File: src/rtl/fetch_stage.sv
// fetch_stage: MIPS IF stage with PC select, req/ack imem fetch, stall hold buffer and IF/ID register
module fetch_stage #(
  parameter logic [31:0] RESET_PC = 32'h00400030,
  parameter int AW = 32
) (
  input  logic          clk,
  input  logic          reset,
  input  logic [1:0]    pc_sel,
  input  logic [AW-1:0] branch_target,
  input  logic [AW-1:0] jump_target,
  input  logic [AW-1:0] jr_target,
  input  logic          stall,
  output logic          imem_req,
  output logic [AW-1:0] imem_addr,
  input  logic          imem_ack,
  input  logic [31:0]   imem_rdata,
  output logic [31:0]   if_id_instr,
  output logic [AW-1:0] if_id_pc4,
  output logic          if_id_valid,
  output logic [AW-1:0] pc_out
);
  typedef enum logic {FETCH, HOLD} state_t;
  state_t        r_state;
  logic [AW-1:0] r_pc;
  logic [31:0]   r_hold_instr;
  logic [AW-1:0] r_hold_pc4;
  logic [AW-1:0] w_pc4;
  logic [AW-1:0] w_target;
  assign w_pc4     = r_pc + AW'(4);
  assign w_target  = (pc_sel == 2'd1) ? {branch_target[AW-1:2], 2'b00} :
                     (pc_sel == 2'd2) ? {jump_target[AW-1:2], 2'b00} :
                                        {jr_target[AW-1:2], 2'b00};
  assign imem_req  = !reset && (r_state == FETCH);
  assign imem_addr = r_pc;
  assign pc_out    = r_pc;
  // PC, FSM, hold buffer and IF/ID; redirect beats stall and ack, dropping any same-cycle ack
  always_ff @(posedge clk or posedge reset) begin
    if (reset) begin
      r_state      <= FETCH;
      r_pc         <= RESET_PC[AW-1:0];
      r_hold_instr <= '0;
      r_hold_pc4   <= '0;
      if_id_instr  <= '0;
      if_id_pc4    <= '0;
      if_id_valid  <= 1'b0;
    end else if (pc_sel != 2'd0) begin
      r_pc        <= w_target;
      if_id_valid <= 1'b0;
      r_state     <= FETCH;
    end else if (r_state == FETCH) begin
      if (imem_ack && !stall) begin
        if_id_instr <= imem_rdata;
        if_id_pc4   <= w_pc4;
        if_id_valid <= 1'b1;
        r_pc        <= w_pc4;
      end else if (imem_ack) begin
        r_hold_instr <= imem_rdata;
        r_hold_pc4   <= w_pc4;
        r_state      <= HOLD;
      end else if (!stall) begin
        if_id_valid <= 1'b0;
      end
    end else if (!stall) begin
      if_id_instr <= r_hold_instr;
      if_id_pc4   <= r_hold_pc4;
      if_id_valid <= 1'b1;
      r_pc        <= w_pc4;
      r_state     <= FETCH;
    end
  end
endmodule

File: config.mk
export PLATFORM = sky130hd
export DESIGN_NAME = fetch_stage
export DESIGN_NICKNAME = d
export VERILOG_FILES = /design/src/rtl/fetch_stage.sv
export SDC_FILE = /design/constraint.sdc
export NUM_CORES = 1
export LEC_CHECK = 0
export ABC_AREA = 1
export BUFFER_PORTS_ARGS = -buffer_cell sky130_fd_sc_hd__buf_2
export CORE_UTILIZATION = 50
export DETAILED_ROUTE_END_ITERATION = 6
export PLACE_DENSITY = 0.76
export SYNTH_ARGS = -nofsm -noshare
export SYNTH_HDL_FRONTEND = slang
export SYNTH_SLANG_ARGS = --single-unit
File: constraint.sdc
create_clock -name clk -period 10.6 [get_ports clk]
set_input_delay 2.12 -clock clk [delete_from_list [all_inputs] [get_ports clk]]
set_output_delay 2.12 -clock clk [all_outputs]
set_load 0.02 [all_outputs]
==> qor.yml, run 1 <==
outcome:
  status: "finished, final reports clean"
logic_synthesis:
  syn-mean-instance-area_sq_um: 7.76
  synth-edff-count: 0
  post_synth_instance_area_sq_um: 8360
  post_synth_inst_count: 1078
  synth-main-ff-cell: "sky130_fd_sc_hd__dfrtp_1"
  synth-adder-area-share: 0.00150
  synth_sequential_area_ratio: 0.467
  yosys_warnings: 0
  synth_simple_gate_area_share: 0.238
  xor_xnor_share_of_the_synthesized_area: 0.0166
  synthesized_flop_and_latch_total: 156
  synth_async_sr_flop_share: 1.00
  cell_variety_after_synth: 38
  multiplexer_fraction_of_the_synthesized_cell_area: 0
  synth_top_family_by_area: "simple AND/OR/NAND/NOR gates"
  synth_compound_gate_area_share: 0.172
global_routing:
  pin_count_of_the_biggest_net_entering_global_routing: 104
  antenna_found_initial: 0
  grt.total_usage: 0.266
  grt_pass1_vias: 7010
  global_route_wire_length_before_repair_mm: 36.4
  overflow: 0
power_and_ir_drop:
  seq_power_share: 0.423
  p_int_uw: 1230
  p_switching_uw: 649
  ir_worst_vdd_v: 0.000116
  p_comb_frac: 0.251
  sw_frac_of_total: 0.346
  power.share.clock: 0.326
  power_leakage_uw: 0.00527
  power.density_cell_area_nw_per_um2: 188
  fin_total_pwr_uw: 1880
clock_network:
  h-tree-depth: 4
  cts_root_buffer: "sky130_fd_sc_hd__clkbuf_16"
  cts_setup_buffers: 0
  tritoncts_clock_tree: "done"
  clock_buffers_created_by_tritoncts: 17
  clkTransAtPathRegs_ps: 60
  clock_tree.buffer_depth: 2
  cts_repair_resize_count: 0
  postCtsHoldBufs: 0
  insertion_delay_ps: 420
  clkSinkCount: 156
sta:
  slew_headroom: 0.347
  layout_worst_path_cycle_share: 0.437
  finalSetupViolCount: 0
  unrepaired_setup_endpoints_after_global_routing: "false"
  final_critical_path_setup_slack_ps: 5960
  max_freq_mhz: 216
  slew_violations: 0
  fin_crit_ps: 4640
  fin_tns_setup_ps: 0
  timing_worst_slew_pin_value_ps: 980
  timing_hold_violations_final: 0
  layout_skew_ps: 9.73
setup_path:
  timing.setup.critical_path_class: "in -> out"
  cp_data_arrival_time_ps: 2520
  worst_path_dominant_cell_family: "buffers and inverters"
  cp-end-kind: "output pin"
  worstSetupStartpointType: "primary input"
  critical_path.slowest_cell: "sky130_fd_sc_hd__buf_2"
  max_stage_delay_ps: 170
  cp.buffers_inverters: 2
  cp_common_cell: "sky130_fd_sc_hd__buf_2"
  crit_chain: "buf_2, nor2_1, buf_2"
  worstPathMaxFanout: 2
  cp.required_ps: 8480
place:
  numPortBuffers: 251
  routabilityCongestion: 0.904
  dp_slack_ps: 5840
  dp_hpwl_mm: 15.9
layout:
  post_route_cells_drive_above_1_share: 0.263
  syn_to_final_growth_pct: 19.2
  ff_latch_area_sq_um: 3910
  num_antenna_cells: 0
  nFillCells: 1473
  multiInputGateArea_sq_um: 3610
  nets: 1399
route:
  drt_first_iter_violations: 605
  antenna_left: 0
  detail_route.vias_per_cell: 5.15
  drc_errors: 0
  vias_after_detailed_routing: 7682
  drt-total-wl_mm: 22.3
  routed_wire_length_per_instance_um: 15.0
  drt_pass1_iterations: 5
min_path:
  worstHoldPathType: "reg -> reg"
floorplanning:
  placeableCoreArea_sq_um: 16100
  floorplan.die.width_um: 131
  die-area_sq_um: 17200
  initial_core_util: 0.519
  ios: 264
  placementRows: 46
  chipHeight_um: 131
flow_run:
  drv.max_cap_violation_count: 0
[power groups by stage]
stage	Clock [uW]	Combinational (uW)	Sequential (uW)
2_1_floorplan	0	245	875
3_3_place_gp	0	462	800
3_5_place_dp	0	472	804
4_1_cts	618	475	794
5_1_grt	645	520	810
6_report	613	471	794
[layout by cell type (no fill, tap or decap), drive strengths merged]
| cell type | count |
|---|---|
| and2 | 3 |
| inv | 83 |
| a21oi | 57 |
| a31oi | 1 |
| nor2 | 104 |
| conb | 6 |
| xor2 | 15 |
| buf | 256 |
| dfrtp | 153 |
| a2bb2oi | 1 |
| dfstp | 3 |
| o21a | 6 |
| nand3b | 8 |
| nor3 | 10 |
| bufinv | 2 |
| nand3 | 20 |
| ha | 1 |
| clkbuf | 18 |
| clkinvlp | 1 |
| o221ai | 6 |
| o21bai | 5 |
| o21ai | 159 |
| clkinv | 5 |
| o211ai | 18 |
| or2 | 3 |
| a21o | 1 |
| nand2 | 332 |
[final cells by class]
type | count | area share
clock buffer | 18 | 0.0431
timing repair buffer | 256 | 0.130
inverter | 77 | 0.0295
sequential | 156 | 0.392
tap | 216 | 0.0271
clock inverter | 14 | 0.0158
multi-input combinational | 756 | 0.363
[state kept, by name (all words and copies together) (netlist names)]
name          cells
imem_addr        30
r_hold_pc4       30
if_id_pc4        30
r_hold_instr     32
if_id_valid       1
if_id_instr      32
r_state           1
[metal layers]
layer | up-vias | GRT usage | routed length (um)
li1 | 3802 | - | -
met1 | 3575 | 0.375 | 10100
met2 | 269 | 0.412 | 10300
met3 | 36 | 0.0478 | 1400
met4 | 0 | 0.0930 | 495
met5 | - | 0 | 0
[synthesized netlist by cell type (16+ instances only)]
library cell	number	area share
sky130_fd_sc_hd__nor2_1	91	0.041
sky130_fd_sc_hd__clkbuf_1	24	0.011
sky130_fd_sc_hd__inv_1	73	0.033
sky130_fd_sc_hd__a21oi_1	56	0.034
sky130_fd_sc_hd__nand3_1	19	0.011
sky130_fd_sc_hd__o21ai_2	16	0.017
sky130_fd_sc_hd__o211ai_1	18	0.016
sky130_fd_sc_hd__buf_2	20	0.012
sky130_fd_sc_hd__nand2_1	327	0.15
sky130_fd_sc_hd__buf_4	39	0.035
sky130_fd_sc_hd__o21ai_0	102	0.061
sky130_fd_sc_hd__o21ai_1	41	0.025
sky130_fd_sc_hd__dfrtp_1	153	0.46
[worst paths after layout]
| path | from | endpoint | slack (ps) | depth (start not counted) |
|---|---|---|---|---|
| worst min-delay path | if_id_pc4[25] | if_id_pc4[25] | 480 | 2 |
| min in group asynchronous | reset | if_id_pc4[20] | 1900 | 2 |
| worst max register to register | r_state | if_id_pc4[16] | 7190 | 9 |
| worst min register to register | if_id_pc4[25] | if_id_pc4[25] | 480 | 2 |
| max in group asynchronous | reset | if_id_instr[19] | 7430 | 3 |
| worst max-delay path | reset | imem_req | 5960 | 3 |
[per-stage QoR]
| stage | hold slack, ps | cell area [sq um] | cells | util |
|---|---|---|---|---|
| 2_1_floorplan | 450 | 8380 | 1083 | - |
| 3_3_place_gp | 453 | 9380 | 1461 | 0.582 |
| 3_5_place_dp | 460 | 9380 | 1461 | 0.582 |
| 4_1_cts | 478 | 9970 | 1493 | 0.618 |
| 5_1_grt | 497 | 9970 | 1493 | 0.618 |
| 6_report | 475 | 9970 | 1493 | 0.618 |
[cells by family (layout without fill, tap and decap cells)]
kind of cell / after synthesis / count (layout)
buffers and inverters: 171 / 365
flip-flops: 156 / 156
adder cells (fa/ha/maj): 1 / 1
other: 1 / 6
AO/OA/AOI/OAI: 254 / 254
AND/OR/NAND/NOR: 480 / 480
XOR/XNOR: 15 / 15
[worst reg2reg max path: cells and delay by family, from the launching register on]
family / cells / cell delay [ps]
and+or+nand+nor: 2 / 410
AOI/OAI and AO/OA: 3 / 530
DFF: 1 / 520
buffers and inverters: 4 / 1830
(Power assumes the default switching activity.)
==> run 2: changes to the inputs <==
==> constraint.sdc (replaced) <==
create_clock -name clk -period 4.5 [get_ports clk]
set_input_delay 0.9 -clock clk [delete_from_list [all_inputs] [get_ports clk]]
set_output_delay 0.9 -clock clk [all_outputs]
set_load 0.02 [all_outputs]
==> qor.yml, run 2 (synthesized netlist as in run 1, its figures left out) <==
setup_path:
  worst-r2r-cell-count: 6  # -3
  worst_r2r_endpoint: "imem_addr[14]"
  cp.required_ps: 4850  # -3630 ps
  cp-end-kind: "register"
  timing.setup.critical_path_class: "in -> reg"
  worst-r2r-setup-slack_ps: 2220  # -4970 ps
  startpoint_of_the_worst_register_to_register_path: "r_state"
  cp_data_arrival_time_ps: 3040  # +520 ps
  worstSetupStartpointType: "primary input"
  worstPathMaxFanout: 26  # +24
route:
  detail_route.vias_per_cell: 5.12  # -0.41%
  routed_wire_length_per_instance_um: 15.0  # +0.46%
  vias_after_detailed_routing: 7661  # -0.27%
  drt-total-wl_mm: 22.5  # +0.59%
  drt_first_iter_violations: 631  # +4.3%
  drc_errors: 0  # unchanged
  antenna_left: 0  # unchanged
  drt_pass1_iterations: 5  # unchanged
floorplanning:
  floorplan.die.width_um: 131  # unchanged
  placementRows: 46  # unchanged
  initial_core_util: 0.519  # unchanged
  ios: 264  # unchanged
  die-area_sq_um: 17200  # unchanged
  placeableCoreArea_sq_um: 16100  # unchanged
  chipHeight_um: 131  # unchanged
layout:
  reg_top3: "if_id_instr (32), r_hold_instr (32)"
  mostFrequentLayoutCells: "326 x sky130_fd_sc_hd__nand2_1, 251 x sky130_fd_sc_hd__buf_2, 153 x sky130_fd_sc_hd__dfrtp_1, 102 x sky130_fd_sc_hd__o21ai_0, 91 x sky130_fd_sc_hd__nor2_1"
  syn_to_final_growth_pct: 19.3
  nFillCells: 1466  # -0.48%
  num_antenna_cells: 0  # unchanged
  layout_commonest_cell: "sky130_fd_sc_hd__nand2_1"
  post_route_cells_drive_above_1_share: 0.265  # +0.00193
  layoutNonFillerInstCount: 1495  # +0.13%
  nets: 1401  # +0.14%
power_and_ir_drop:
  seq_power_share: 0.426  # +0.003
  p_comb_frac: 0.254  # +0.003
  power.share.clock: 0.320  # -0.006
  power_leakage_uw: 0.00527  # about the same
  ir_worst_vdd_v: 0.000289  # +150%
  p_switching_uw: 1580  # +140%
  sw_frac_of_total: 0.361  # +0.0149
  power.density_cell_area_nw_per_um2: 439  # +130%
  p_int_uw: 2800  # +130%
clock_network:
  clkTransAtPathRegs_ps: 70  # about the same
  insertion_delay_ps: 430  # about the same
  postCtsHoldBufs: 0  # unchanged
  cts_root_buffer: "sky130_fd_sc_hd__clkbuf_16"
  clock_tree.buffer_depth: 2  # unchanged
  clkSinkCount: 156  # unchanged
  cts_repair_resize_count: 0  # unchanged
  cts_setup_buffers: 0  # unchanged
  h-tree-depth: 4  # unchanged
  tritoncts_clock_tree: "done"
  clock_buffers_created_by_tritoncts: 17  # unchanged
min_path:
  min-delay-start: "if_id_pc4[23]"
  whs_endpoint: "if_id_pc4[23]"
  worstHoldPathType: "reg -> reg"
  hold_path_depth: 2  # unchanged
sta:
  final.hold.worst_slack_ps: 472  # -3.60 ps
  timing_worst_slew_pin_value_ps: 848  # -132 ps
  unrepaired_setup_endpoints_after_global_routing: "false"
  finalSetupViolCount: 0  # unchanged
  layout_skew_ps: 10.5  # +0.740 ps
  slew_headroom: 0.434  # +0.0867
  max_freq_mhz: 372
  layout_worst_path_cycle_share: 0.598
  fin_tns_setup_ps: 0  # unchanged
  slew_violations: 0  # unchanged
  fin_crit_ps: 2690
  timing_hold_violations_final: 0  # unchanged
  final_critical_path_setup_slack_ps: 1810  # -4150 ps
place:
  routabilityCongestion: 0.929  # +2.8%
  dp_slack_ps: 1350  # -4490 ps
  numPortBuffers: 251  # unchanged
  dp_hpwl_mm: 16.2  # +1.5%
  placed_cells_incl_taps: 1463  # +0.14%
global_routing:
  overflow: 0  # unchanged
  grt_pass1_vias: 7029  # +0.27%
  global_route_wire_length_before_repair_mm: 36.5  # +0.32%
  pin_count_of_the_biggest_net_entering_global_routing: 86  # -17%
  grt.total_usage: 0.268  # +0.00205
  antenna_found_initial: 0  # unchanged
outcome:
  status: "finished, final reports clean"
flow_run:
  drv.max_cap_violation_count: 0  # unchanged
run 2: final cells by class:
class / instances / area [sq um] / area share
Clock inverter: 15 / 145 / 0.0145
Timing Repair Buffer: 258 / 1320 / 0.132
Tap cell: 216 / 270 / 0.0271
Inverter: 77 / 293 / 0.0293
Sequential cell: 156 / 3910 / 0.392
Clock buffer: 17 / 425 / 0.0426
Multi-Input combinational cell: 756 / 3610 / 0.362
run 2: per-stage QoR:
stage	power [uW]	utilization	cell area, sq um
2_1_floorplan	2640	-	8380
3_3_place_gp	2970	0.584	9410
3_5_place_dp	3010	0.584	9410
4_1_cts	4410	0.619	9980
5_1_grt	4610	0.619	9980
6_report	4380	0.619	9980
run 2: how the worst max path moves through the flow:
stage               startpoint        endpoint  slack, ps  cells after the start
floorplan                reset  if_id_instr[0]       1630                      1
global placement     pc_sel[1]   imem_addr[12]       1410                      7
detailed placement   pc_sel[1]   imem_addr[14]       1350                      7
CTS                  pc_sel[1]   imem_addr[14]       1780                      7
global route         pc_sel[1]   imem_addr[14]       1590                      7
finish               pc_sel[1]   imem_addr[14]       1810                      7
run 2: power by group through the flow:
| stage | logic [uW] | registers, uW | clock network [uW] |
|---|---|---|---|
| after CTS | 1120 | 1870 | 1420 |
| after detailed placement | 1120 | 1890 | 0 |
| after floorplan | 577 | 2060 | 0 |
| final | 1110 | 1870 | 1400 |
| after global routing | 1230 | 1900 | 1470 |
| after global placement | 1090 | 1880 | 0 |
run 2: critical path: stages:
cell,delay (ps)
sky130_fd_sc_hd__buf_2,260
sky130_fd_sc_hd__nor2_8,370
sky130_fd_sc_hd__inv_2,200
sky130_fd_sc_hd__nor2_4,570
sky130_fd_sc_hd__inv_2,350
sky130_fd_sc_hd__o21ai_1,240
sky130_fd_sc_hd__o21bai_1,140
run 2: layer usage:
layer  part of all wire  track usage  vias to the layer above
met5                  0            0                        -
met4              0.016       0.0846                        0
met3              0.058       0.0413                       30
met2               0.46        0.420                      295
met1               0.47        0.382                     3525
li1                   -            -                     3811
==> run 3: changes to the inputs <==
==> constraint.sdc (replaced) <==
create_clock -name clk -period 2.8 [get_ports clk]
set_input_delay 0.56 -clock clk [delete_from_list [all_inputs] [get_ports clk]]
set_output_delay 0.56 -clock clk [all_outputs]
set_load 0.02 [all_outputs]
==> qor.yml, run 3 (synthesized netlist as in run 1, its figures left out) <==
sta:
  unrepaired_setup_endpoints_after_global_routing: "false"
  fin_tns_setup_ps: 0  # unchanged
  max_freq_mhz: 488
  slew_headroom: 0.492  # +0.0581
  fin_crit_ps: 2050
  timing_hold_violations_final: 0  # unchanged
  final_critical_path_setup_slack_ps: 749  # -1060 ps
  timing_worst_slew_pin_value_ps: 760  # -88.2 ps
  finalSetupViolCount: 0  # unchanged
  slew_violations: 0  # unchanged
  layout_worst_path_cycle_share: 0.732
  layout_skew_ps: 9.43  # -1.03 ps
layout:
  syn_to_final_growth_pct: 20.4
  nets: 1407  # +0.43%
  postLayoutCellArea_sq_um: 10100  # +0.94%
  layout_commonest_cell: "sky130_fd_sc_hd__nand2_1"
  num_antenna_cells: 0  # unchanged
  mostFrequentLayoutCells: "326 x sky130_fd_sc_hd__nand2_1, 251 x sky130_fd_sc_hd__buf_2, 153 x sky130_fd_sc_hd__dfrtp_1, 102 x sky130_fd_sc_hd__o21ai_0, 91 x sky130_fd_sc_hd__nor2_1"
  reg_top3: "if_id_instr (32), r_hold_instr (32)"
  post_route_cells_drive_above_1_share: 0.267  # +0.00188
setup_path:
  cp-end-kind: "output pin"
  worst_path_dominant_cell_family: "buffers and inverters"
  worst-r2r-setup-slack_ps: 760  # -1460 ps
  cp.required_ps: 2240  # -2610 ps
  timing.setup.critical_path_class: "reg -> out"
  startpoint_of_the_worst_register_to_register_path: "imem_addr[2]"
  critical_path.slowest_cell: "sky130_fd_sc_hd__buf_4"
  worst-r2r-cell-count: 10  # +4
  crit_chain: "buf_4, nor2_1, buf_2"
  worstPathMaxFanout: 46  # +77%
  worst_r2r_endpoint: "if_id_pc4[28]"
  worstSetupStartpointType: "register"
  cp_data_arrival_time_ps: 1490  # -1550 ps
  cp.buffers_inverters: 2  # -1
  max_stage_delay_ps: 410  # -160 ps
route:
  drt_first_iter_violations: 545  # -14%
  vias_after_detailed_routing: 7713  # +0.68%
  drt_pass1_iterations: 6  # +1
  drt-total-wl_mm: 22.6  # +0.69%
  routed_wire_length_per_instance_um: 15.1  # +0.28%
  drc_errors: 0  # unchanged
  antenna_left: 0  # unchanged
  detail_route.vias_per_cell: 5.14  # +0.28%
outcome:
  status: "finished, final reports clean"
place:
  dp_slack_ps: 486  # -864 ps
  dp_hpwl_mm: 16.4  # +1.1%
  place_area_sq_um: 9490  # +0.88%
  routabilityCongestion: 0.906  # -2.4%
  numPortBuffers: 251  # unchanged
global_routing:
  overflow: 0  # unchanged
  global_route_wire_length_before_repair_mm: 36.9  # +1.1%
  grt.total_usage: 0.270  # +0.00196
  antenna_found_initial: 0  # unchanged
  grt_pass1_vias: 7164  # +1.9%
  pin_count_of_the_biggest_net_entering_global_routing: 73  # -15%
clock_network:
  cts_root_buffer: "sky130_fd_sc_hd__clkbuf_16"
  clock_tree.buffer_depth: 2  # unchanged
  insertion_delay_ps: 430  # about the same
  clkTransAtPathRegs_ps: 70  # about the same
  clock_buffers_created_by_tritoncts: 17  # unchanged
  clkSinkCount: 156  # unchanged
  cts_repair_resize_count: 0  # unchanged
  postCtsHoldBufs: 0  # unchanged
  cts_setup_buffers: 0  # unchanged
  h-tree-depth: 4  # unchanged
  tritoncts_clock_tree: "done"
floorplanning:
  floorplan.die.width_um: 131  # unchanged
  die-area_sq_um: 17200  # unchanged
  ios: 264  # unchanged
  placementRows: 46  # unchanged
  chipHeight_um: 131  # unchanged
  placeableCoreArea_sq_um: 16100  # unchanged
  initial_core_util: 0.519  # unchanged
power_and_ir_drop:
  fin_total_pwr_uw: 7110  # +62%
  power_leakage_uw: 0.00532  # +1.0%
  power.density_cell_area_nw_per_um2: 706  # +61%
  ir_worst_vdd_v: 0.000451  # +56%
min_path:
  worstHoldPathType: "in -> async"
flow_run:
  drv.max_cap_violation_count: 0  # unchanged
run 3: changes by cell type in the layout (fill, tap and decap cells not counted):
cell and delta:
sky130_fd_sc_hd__buf_12 +3, sky130_fd_sc_hd__buf_4 +3, sky130_fd_sc_hd__bufinv_16 +2, sky130_fd_sc_hd__clkbuf_1 +2
sky130_fd_sc_hd__clkbuf_8 +1, sky130_fd_sc_hd__clkinv_2 +2, sky130_fd_sc_hd__clkinv_4 +2, sky130_fd_sc_hd__clkinv_8 -1
sky130_fd_sc_hd__clkinvlp_4 -1, sky130_fd_sc_hd__inv_6 -2, sky130_fd_sc_hd__inv_8 -5
run 3: routing by layer:
layer | GRT usage | vias to the layer above | share of wire
met3 | 0.0482 | 30 | 0.064
met2 | 0.426 | 283 | 0.46
met5 | 0 | - | 0
li1 | - | 3818 | -
met1 | 0.375 | 3582 | 0.46
met4 | 0.0924 | 0 | 0.019
run 3: area by class of cell:
| cell class | instances | area (sq um) |
|---|---|---|
| tap | 216 | 270 |
| timing repair buffer | 264 | 1400 |
| clock buffer | 20 | 447 |
| multi-input combinational | 756 | 3610 |
| sequential | 156 | 3910 |
| inverter | 77 | 293 |
| clock inverter | 12 | 135 |
| fill | 1466 | 6040 |
run 3: metrics by stage:
step / instances / utilization / hold WS [ps]
final: 1501 / 0.625 / 232
after detailed placement: 1469 / 0.589 / 459
after floorplan: 1083 / - / 450
after global routing: 1501 / 0.625 / 264
after CTS: 1501 / 0.625 / 242
after global placement: 1469 / 0.589 / 457
run 3: worst max path at each step:
stage,startpoint,to,slack [ps],cells past startpoint
after detailed placement,pc_sel[1],imem_addr[15],490,9
after global routing,imem_addr[2],if_id_pc4[28],650,10
final,r_state,imem_req,750,3
after floorplan,reset,if_id_instr[0],270,1
after global placement,pc_sel[1],imem_addr[15],510,9
after CTS,r_state,imem_req,750,3
run 3: power breakdown:
part | switching (uW) | internal, uW | leakage (uW)
Clock | 957 | 1340 | 0.000286
Sequential | 309 | 2710 | 0.00192
Combinational | 1170 | 624 | 0.00311
